## src/rtl/fsk_pkg.sv

```systemverilog
// fsk_pkg: constants and state encoding shared by the FSK transmitter and receiver.
//   FRAME_BITS      : bits per Hamming codeword frame
//   *_DEF           : default timing, in system clocks
//   fsk_state_e     : transmitter FSM state encoding
package fsk_pkg;

  localparam int FRAME_BITS     = 14;
  localparam int HALF_BIT_DEF   = 48;
  localparam int MARK_HALF_DEF  = 4;
  localparam int SPACE_HALF_DEF = 12;

  typedef enum logic {
    IDLE = 1'b0,
    SEND = 1'b1
  } fsk_state_e;

endpackage

```

## src/rtl/fsk_carrier_gen.sv

```systemverilog
// fsk_carrier_gen: square-wave carrier whose half-period is picked per bit.
//   clk     in  : system clock
//   reset   in  : asynchronous, active-high
//   restart in  : force phase 0 with the wave low (bit boundary or idle)
//   mark    in  : 1 selects MARK_HALF, 0 selects SPACE_HALF
//   wave    out : registered carrier
module fsk_carrier_gen
  import fsk_pkg::*;
#(
  parameter int MARK_HALF  = MARK_HALF_DEF,
  parameter int SPACE_HALF = SPACE_HALF_DEF
) (
  input  logic clk,
  input  logic reset,
  input  logic restart,
  input  logic mark,
  output logic wave
);

  localparam int PH_W = (SPACE_HALF > 1) ? $clog2(SPACE_HALF) : 1;

  logic [PH_W-1:0] phase;
  logic [PH_W-1:0] half_last;

  assign half_last = mark ? PH_W'(MARK_HALF - 1) : PH_W'(SPACE_HALF - 1);

  always_ff @(posedge clk or posedge reset) begin
    if (reset) begin
      phase <= '0;
      wave  <= 1'b0;
    end else if (restart) begin
      phase <= '0;
      wave  <= 1'b0;
    end else if (phase == half_last) begin
      phase <= '0;
      wave  <= ~wave;
    end else begin
      phase <= phase + 1'b1;
    end
  end

endmodule

```

## src/rtl/fsk_modulate.sv

```systemverilog
// fsk_modulate: serialises a 14-bit Hamming codeword LSB first as an FSK
// square wave plus the bit-rate framing strobe used by the receiver.
//   clk                 in      : system clock
//   reset               in      : asynchronous, active-high
//   Hamcode             in [14] : codeword, sampled on accept
//   start               in      : send request
//   ready               out     : start will be accepted
//   fsk_signal          out     : FSK carrier
//   clk_bitTransferRate out     : high for the first HALF_BIT clocks of a bit
//   done                out     : one-cycle end-of-frame pulse
//
// state | meaning
// IDLE  | waiting for start; outputs quiet, ready high
// SEND  | shifting out bits, one per 2*HALF_BIT clocks
module fsk_modulate
  import fsk_pkg::*;
#(
  parameter int HALF_BIT   = HALF_BIT_DEF,
  parameter int MARK_HALF  = MARK_HALF_DEF,
  parameter int SPACE_HALF = SPACE_HALF_DEF
) (
  input  logic                  clk,
  input  logic                  reset,
  input  logic [FRAME_BITS-1:0] Hamcode,
  input  logic                  start,
  output logic                  ready,
  output logic                  fsk_signal,
  output logic                  clk_bitTransferRate,
  output logic                  done
);

  localparam int CYC_W = $clog2(2 * HALF_BIT);
  localparam int IDX_W = $clog2(FRAME_BITS);

  localparam logic [CYC_W-1:0] CYC_LAST = CYC_W'(2 * HALF_BIT - 1);
  localparam logic [CYC_W-1:0] CYC_HALF = CYC_W'(HALF_BIT - 1);
  localparam logic [IDX_W-1:0] IDX_LAST = IDX_W'(FRAME_BITS - 1);

  fsk_state_e            state;
  logic [FRAME_BITS-1:0] shreg;
  logic [IDX_W-1:0]      bit_idx;
  logic [CYC_W-1:0]      cycle;
  logic                  carrier_restart;

  // The carrier is held in restart while idle and on the last cycle of each
  // bit, so every bit (including bit 0) begins low with phase 0.
  assign carrier_restart = (state == IDLE) || (cycle == CYC_LAST);

  always_ff @(posedge clk or posedge reset) begin
    if (reset) begin
      state               <= IDLE;
      shreg               <= '0;
      bit_idx             <= '0;
      cycle               <= '0;
      ready               <= 1'b1;
      done                <= 1'b0;
      clk_bitTransferRate <= 1'b0;
    end else begin
      done <= 1'b0;
      case (state)
        IDLE: begin
          ready               <= 1'b1;
          clk_bitTransferRate <= 1'b0;
          if (start) begin
            state               <= SEND;
            shreg               <= Hamcode;
            bit_idx             <= '0;
            cycle               <= '0;
            ready               <= 1'b0;
            clk_bitTransferRate <= 1'b1;
          end
        end
        SEND: begin
          if (cycle == CYC_LAST) begin
            cycle <= '0;
            if (bit_idx == IDX_LAST) begin
              state               <= IDLE;
              ready               <= 1'b1;
              done                <= 1'b1;
              clk_bitTransferRate <= 1'b0;
            end else begin
              bit_idx             <= bit_idx + 1'b1;
              shreg               <= shreg >> 1;
              clk_bitTransferRate <= 1'b1;
            end
          end else begin
            cycle <= cycle + 1'b1;
            if (cycle == CYC_HALF) clk_bitTransferRate <= 1'b0;
          end
        end
        default: state <= IDLE;
      endcase
    end
  end

  fsk_carrier_gen #(
    .MARK_HALF  (MARK_HALF),
    .SPACE_HALF (SPACE_HALF)
  ) u_carrier (
    .clk     (clk),
    .reset   (reset),
    .restart (carrier_restart),
    .mark    (shreg[0]),
    .wave    (fsk_signal)
  );

endmodule

```

## config.mk

```make
export PLATFORM = sky130hd
export DESIGN_NAME = fsk_modulate
export DESIGN_NICKNAME = d
export VERILOG_FILES = /design/src/rtl/fsk_pkg.sv /design/src/rtl/fsk_carrier_gen.sv /design/src/rtl/fsk_modulate.sv
export SDC_FILE = /design/constraint.sdc
export NUM_CORES = 1
export LEC_CHECK = 0
export CORE_ASPECT_RATIO = 0.8
export CORE_MARGIN = 1
export CORE_UTILIZATION = 35
export DETAILED_ROUTE_END_ITERATION = 8
export DONT_BUFFER_PORTS = 1
export GPL_ROUTABILITY_DRIVEN = 0
export HOLD_SLACK_MARGIN = 0.08
export SYNTH_ARGS = -nofsm -noshare
export SYNTH_HDL_FRONTEND = slang
export SYNTH_SLANG_ARGS = --single-unit
```

## constraint.sdc

```tcl
create_clock -name clk -period 1.6 [get_ports clk]
set_input_delay 0.24 -clock clk [delete_from_list [all_inputs] [get_ports clk]]
set_output_delay 0.24 -clock clk [all_outputs]
set_load 0.1 [all_outputs]
```

After elaboration in Yosys (flattened, before gate mapping)
Index checks and enable logic that the tools add are counted.

Logic and storage cells: 57. Register bits after elaboration: 34. Bits of input ports: 17.

Bitwise gates (word level): 2. Equal/unequal tests: 9. Reductions and logical operators: 4. Muxes and demuxes: 30. Add/sub/neg operators: 3.

Operator list (number): $mux 14 (3); $pmux 14 s2 (1); $mux 4 (6); $mux 7 (2); $pmux 7 s2 (1); $mux 1 (13); $add 4x1->4 const B (2); $pmux 4 s2 (1); $add 7x1->7 const B (1); $eq 7x6->1 const B (1); $eq 7x7->1 const B (1); $pmux 1 s2 (3); $eq 4x4->1 (1); $eq 4x4->1 const B (1); $ne 2x1->1 const B (2); $ne 2x2->1 const B (2); $ne 3x1->1 const B (1); $reduce_and 3->1 (1); $not 1->1 (2); $reduce_and 2->1 (1); $reduce_bool 2->1 (1); $logic_or 1x1->1 (1).

Longest topological paths before layout
Gate-level depths: netlist of the first run.

Depth after elaboration: 4. Mapped depth: 8. Mapped depth without buffers: 6.

Modules after synthesis
A second synthesis of the first run with hierarchy kept.

Cells, all modules: 162. Area total of the unflattened synthesis: 1641.6 um^2.

By module, submodules not included: fsk_modulate (area an instance 1398.8 um^2, times used 1, cells an instance 141); fsk_carrier_gen (area an instance 242.7 um^2, times used 1, cells an instance 21).

Worst setup path before layout of the first run
Ideal clock, no wire load.

Kind: register to register. From: register cycle[0]. To: register bit_idx[3]. Data required time: 1.476 ns. Period minus slack after synthesis: 1.480 ns. Cell stages (with the launch flop): 6. Setup time: 0.124 ns. Arrival: 1.356 ns. Setup slack: 0.120 ns. Cell sequence: dfrtp_1 -> ha_1 -> and4_4 -> a41oi_4 -> buf_6 -> a211o_1.

Word-level cells in the longest chain between the ends: 3.

RTL lines: start: declaration (line fsk_modulate.sv:42) `logic [CYC_W-1:0] cycle;`; start signal: assignment (line fsk_modulate.sv:87) `cycle <= cycle + 1'b1;`; $eq 7x7->1 (line fsk_modulate.sv:74) `if (cycle == CYC_LAST) begin`; $ne 2x1->1 (no source line); $reduce_and 3->1 (no source line); end signal: assignment (line fsk_modulate.sv:82) `bit_idx <= bit_idx + 1'b1;`; end: declaration (line fsk_modulate.sv:41) `logic [IDX_W-1:0] bit_idx;`.

No other way between the ends. A chain may end at the register's enable or synchronous reset.

Worst setup path after layout of the first run
From: register cycle[0]. To: register shreg[11].

Word-level cells in the longest chain between the ends: 3.

RTL lines: $eq 7x7->1 (line fsk_modulate.sv:74); $ne 2x1->1 (no source line); $reduce_and 3->1 (no source line); end signal: assignment (line fsk_modulate.sv:66) `shreg <= Hamcode;`; end signal: assignment (line fsk_modulate.sv:83) `shreg <= shreg >> 1;`; end: declaration (line fsk_modulate.sv:40) `logic [FRAME_BITS-1:0] shreg;`.

No other way between the ends.

==> metrics, run 1 <==
run status=finished, violations left; failing checks=negative setup slack; Leak Pwr=0.987 nW; Final ANT Viol Nets=0; CP required=1.76 ns; Hold Vio Cnt, Final=0; Compound-Gate Fraction of Synth Area=11.7%; largest family of logic cells by synthesized area=simple AND/OR/NAND/NOR gates; die footprint=5030 um2; clk_lat worst skew=0.28 ns; dpl hpwl=2.15 mm; max cap viols=0; largest net degree at the start of global routing=35; Synth Area in XOR/XNOR=4.22%; Die W=79.0 um; Synth Area per Inst=10.3 um2; Power Total=3.51 mW; Setup crit start kind=flop; # DRC=0; clock sink total=34; Worst-path clk slew=0.06 ns; met3 GRT Util=5.36%; Yosys reg bits=34; power per cell area=1750 nW/um2; initial antenna violation count=0; Final Max Tran Viols=0; Initial Utilization=36.4%; Crit Path Max Fanout=11; vias in the first global route=1199; mapped cell area=1660 um2; Syn. warnings=0; 1st-iter DRT viols=72; CTS tree=built; Hold Path Class=input pin to flop; Initial DRT Pass Iterations=4; Post-Synthesis Cells=162; worst clock skew=0.00630 ns; CTS Buffer Depth=2; met2 usage=21.9%; Final nets=199; # setup viols final=5; grt met1 use=18.3%; via/cell ratio=5.14; Top Ports=21; core area=4570 um2; most common cell after layout, fill and taps aside=dfrtp_1; total track usage=14.6%; fin crit share=101%; proportion of synthesized area in mux cells=7.83%; final setup margin=-0.0188 ns; ant diodes=0; Root Buffer=clkbuf_8; fin cells=239; kind of critical path=flop to flop; first-pass GRT wire length=5.52 mm; Layout area overhead=20.9%; layout cell share with drive strength beyond 1=19.6%; num rows=22; synth unique cells=34; # H-tree levels=2; worst slew pin tran=0.426 ns; most frequent cells in the layout=33 x dfrtp_1, 22 x nand2_1, 13 x mux2i_1, 13 x o21ai_0, 11 x buf_4; Max Clock Freq=618 MHz; WL final=3.32 mm; r2r setup slk=-0.02 ns; Worst Setup End Kind=flop; Post-Synth Adder-Cell Area=3.01%; Fin Setup TNS=-0.0550 ns; wire length per cell=13.9 um; Port Buffer Count=0; Simple-Gate Fraction of Synth Area=17.0%; detailed-route via count=1228; RSZ-0062 raised after global routing=yes; fin crit period=1.62 ns; busiest grt layer=met2; Peak VDD IR=780 uV; Slew headroom=71.6%; CP arrival=1.78 ns; sequential area share after synthesis=51.3%; syn nets=183; Die Height=63.6 um; cts bufs inserted=5; cell total after placement=223; total global routing overflow=0
## worst paths after layout
| check | startpoint | endpoint | depth (start not counted) |
|---|---|---|---|
| worst max-delay path | cycle[0] | shreg[11] | 5 |
| worst min-delay path | Hamcode[13] | shreg[13] | 2 |
| worst max register to register | cycle[0] | shreg[11] | 5 |
| worst min register to register | u_carrier.phase[0] | u_carrier.phase[0] | 1 |
| max in group asynchronous | reset | ready | 3 |
| min in group asynchronous | reset | shreg[5] | 3 |
## cells in the mapped netlist, drive strengths merged
library cell   n  area, um2
dfrtp         33        826
nand2         24       90.1
o21ai         19       95.1
mux2i         13        130
nor2          10       37.5
buf            8       51.3
inv            8       30.0
nand3          8       40.0
ha             4       50.1
xnor2          4       35.0
xor2           4       35.0
and3           3       18.8
nand2b         3       18.8
nor2b          3       21.3
o32ai          3       26.3
nand4          2       18.8
a211o          1       8.76
a21o           1       7.51
a31oi          1       6.26
a41oi          1       27.5
and2           1       6.26
and4           1       11.3
dfstp          1       26.3
nand3b         1       7.51
nor3           1       5.00
nor3b          1       7.51
o211ai         1       7.51
o31ai          1       7.51
o41ai          1       8.76
## worst max-delay path: stages (launching register included)
cell       delay [ns]
dfrtp_1          0.40
ha_2             0.20
and4_4           0.21
a41oi_4          0.35
clkbuf_16        0.23
o21ai_0          0.09
## sequential cells by signal, indices dropped and copies added (netlist names)
register / count
bit_idx: 4
shreg: 14
ready: 1
done: 1
cycle: 7
state: 1
u_carrier.wave: 1
clk_bitTransferRate: 1
u_carrier.phase: 4
## cell type report
class / instances / area, um2
Clock inverter: 1 / 5.00
Fill cell: 447 / 2560
Timing Repair Buffer: 17 / 193
Clock buffer: 7 / 86.3
Multi-Input combinational cell: 112 / 768
Tap cell: 60 / 75.1
Sequential cell: 34 / 852
Inverter: 8 / 30.0
## power breakdown
part / total (mW) / switching, mW / internal [mW]
clock: 0.638 / 0.292 / 0.347
combinational: 1.29 / 0.726 / 0.560
sequential: 1.59 / 0.337 / 1.25
total: 3.51 / 1.35 / 2.16
## layer usage
layer	part of all wire (%)	wire length (um)
met1	46	1540
met2	46	1530
met3	6.3	210
met4	1.1	36
met5	0	0
## kinds of logic (layout without fill, tap and decap cells)
kind of cell | after synthesis | after routing
flip-flops | 34 | 34
adder cells (fa/ha/maj) | 4 | 4
AO/OA/AOI/OAI | 29 | 29
buffers and inverters | 16 | 33
XOR/XNOR | 8 | 8
multiplexers | 13 | 13
AND/OR/NAND/NOR | 58 | 58
## metrics by stage
stage	hold WS [ns]	util [%]	setup WS [ns]	area (um2)
6_report	0.0915	44.0	-0.0188	2010
5_1_grt	0.0944	44.0	-0.0842	2010
4_1_cts	0.0825	41.3	0.0365	1890
3_5_place_dp	0.261	38.9	0.0365	1780
3_3_place_gp	0.249	38.9	0.102	1780
2_1_floorplan	0.345	-	0.120	1660
## timing repair
| action | 4_1_cts | 5_1_grt |
|---|---|---|
| buffers inserted | 0 | 4 |
| setup endpoints to repair | 0 | 15 |
| endpoints found under the hold margin | 38 | 0 |
| resized for setup | 0 | 14 |
| hold buffers | 2 | 0 |
Note: power is estimated with default switching activity, not from simulation.
==> run 2: changes to the inputs <==
==> constraint.sdc (replaced) <==
create_clock -name clk -period 1.6 [get_ports clk]
set_input_delay 0.24 -clock clk [delete_from_list [all_inputs] [get_ports clk]]
set_output_delay 0.24 -clock clk [all_outputs]
set_load 0.05 [all_outputs]
==> run 2 against run 1 <==
Compared with the run above:
- the flow now finishes without violations
- via count shrank 3.7%
- sequential power grew 3%
- power shrank 2.1%
- critical path type unchanged
- largest power group unchanged
==> metrics, run 2 (same netlist as run 1, synthesis figures left out) <==
core area=4570 um2; Biggest register=shreg; Worst-path clk slew=0.07 ns; top cell family by delay on the critical path=compound AO/OA/AOI/OAI gates; detailed-route via count=1182; Final nets=199; Logic pwr share=31.4%; worst slew pin tran=0.497 ns; # DRC=0; clock sink total=34; fin crit share=98.4%; Top Ports=21; vias in the first global route=1200; Die W=79.0 um; max cap viols=0; Layout area overhead=19.4%; Die Height=63.6 um; num rows=22; 1st-iter DRT viols=56; Hold Path Class=input pin to flop; post-layout instance area=1980 um2; initial antenna violation count=0; grt met1 use=18.8%; cts bufs inserted=5; Fin Setup TNS=0 ns; total track usage=14.7%; Worst Hold Slack=0.113 ns; most common cell after layout, fill and taps aside=dfrtp_1; Port Buffer Count=0; CTS Buffer Depth=2; Slew headroom=66.8%; fillcell total=459; kind of critical path=flop to flop; Peak VDD IR=650 uV; CTS tree=built; first-pass GRT wire length=5.62 mm; wire length per cell=13.9 um; met3 GRT Util=5.51%; Max Clock Freq=635 MHz; switching power share of the total=35.5%; fin crit period=1.57 ns; CP peak stage delay=0.41 ns; Top Registers=shreg (14), cycle (7); clock power share=21.3%; Setup crit start kind=flop; DP Area=1770 um2; Initial DRT Pass Iterations=4; Cell Chain, Critical Path=ha_4 -> and4_4 -> a41oi_4 -> clkbuf_16 -> nand2_1 -> o21ai_1; # H-tree levels=2; WL final=3.31 mm; P_int=2.22 mW; Psw=1.22 mW; sequential cell area=852 um2; layout cell share with drive strength beyond 1=16.8%; die footprint=5030 um2; largest net degree at the start of global routing=35; register share of total power=47.3%; met2 usage=22.6%; CP required=1.80 ns; final setup margin=0.0253 ns; worst clock skew=0.00538 ns; total global routing overflow=0; Initial Utilization=36.4%; dpl ws=0.0315 ns; multi-input logic area=748 um2; most frequent cells in the layout=33 x dfrtp_1, 24 x nand2_1, 13 x mux2i_1; clk_lat worst skew=0.28 ns; dpl hpwl=2.32 mm; busiest grt layer=met2; Root Buffer=clkbuf_8; Hold Vio Cnt, Final=0; Leak Pwr=0.975 nW; Slowest cell on crit path=dfrtp_1; via/cell ratio=4.95; Crit Path Max Fanout=7; Worst Setup End Kind=flop; ant diodes=0; Final Max Tran Viols=0; max FFs per register=14; power per cell area=1730 nW/um2; Final ANT Viol Nets=0; Power Total=3.44 mW; CP arrival=1.78 ns; RSZ-0062 raised after global routing=yes; run status=completed; # setup viols final=0; CP bufs+invs=1
## run 2: changes by cell type in the layout (fill, tap and decap cells not counted), moves of 2 or more
| cell | previous run | this run |
|---|---|---|
| clkbuf_8 | 6 | 8 |
| nand2_2 | 2 | 0 |
| o21ai_0 | 13 | 8 |
| nand2_1 | 22 | 24 |
| o21ai_1 | 4 | 11 |
| o21ai_2 | 2 | 0 |
## run 2: metal layers
layer  vias up  share of wire, %
met1       561                47
met5         -                 0
met3         4               7.0
li1        590                 -
met4         0              0.94
met2        27                45
## run 2: power groups by stage
stage	clock, mW	combinational, mW	sequential, mW
after floorplan	0	0.733	1.59
after global placement	0	0.937	1.60
after detailed placement	0	1.00	1.62
after CTS	0.754	1.02	1.61
after global routing	0.794	1.25	1.67
final	0.732	1.08	1.63
## run 2: stage by stage
| step | cells | util, % |
|---|---|---|
| after floorplan | 162 | - |
| after global placement | 223 | 38.6 |
| after detailed placement | 223 | 38.6 |
| after CTS | 234 | 41.7 |
| after global routing | 239 | 43.4 |
| final | 239 | 43.4 |
## run 2: worst register-to-register path, stage by stage (launching register included)
cell	delay, ns
dfrtp_1	0.41
ha_4	0.18
and4_4	0.17
a41oi_4	0.39
clkbuf_16	0.22
nand2_1	0.05
o21ai_1	0.08
## run 2: worst paths after layout
kind                                          from                 end  slack [ns]  cells after the start
worst max-delay path                      cycle[0]            shreg[8]        0.03                      6
worst min-delay path                         start               state        0.11                      2
worst max register to register            cycle[0]            shreg[8]        0.03                      6
worst min register to register  u_carrier.phase[0]  u_carrier.phase[0]        0.47                      1
max in group asynchronous                    reset               ready        0.76                      3
min in group asynchronous                    reset            shreg[5]        0.50                      3
## run 2: final cells by class
cell class,count,area share (%)
Sequential cell,34,42.9
Inverter,8,1.51
Tap cell,60,3.78
Multi-Input combinational cell,112,37.7
Clock buffer,8,5.55
Timing Repair Buffer,17,8.51
## run 2: what timing repair did
| action | CTS | global route |
|---|---|---|
| setup endpoints to repair | 0 | 15 |
| buffers inserted | 0 | 3 |
| resized for setup | 0 | 13 |
| hold buffers | 3 | 0 |
| endpoints found under the hold margin | 39 | 0 |
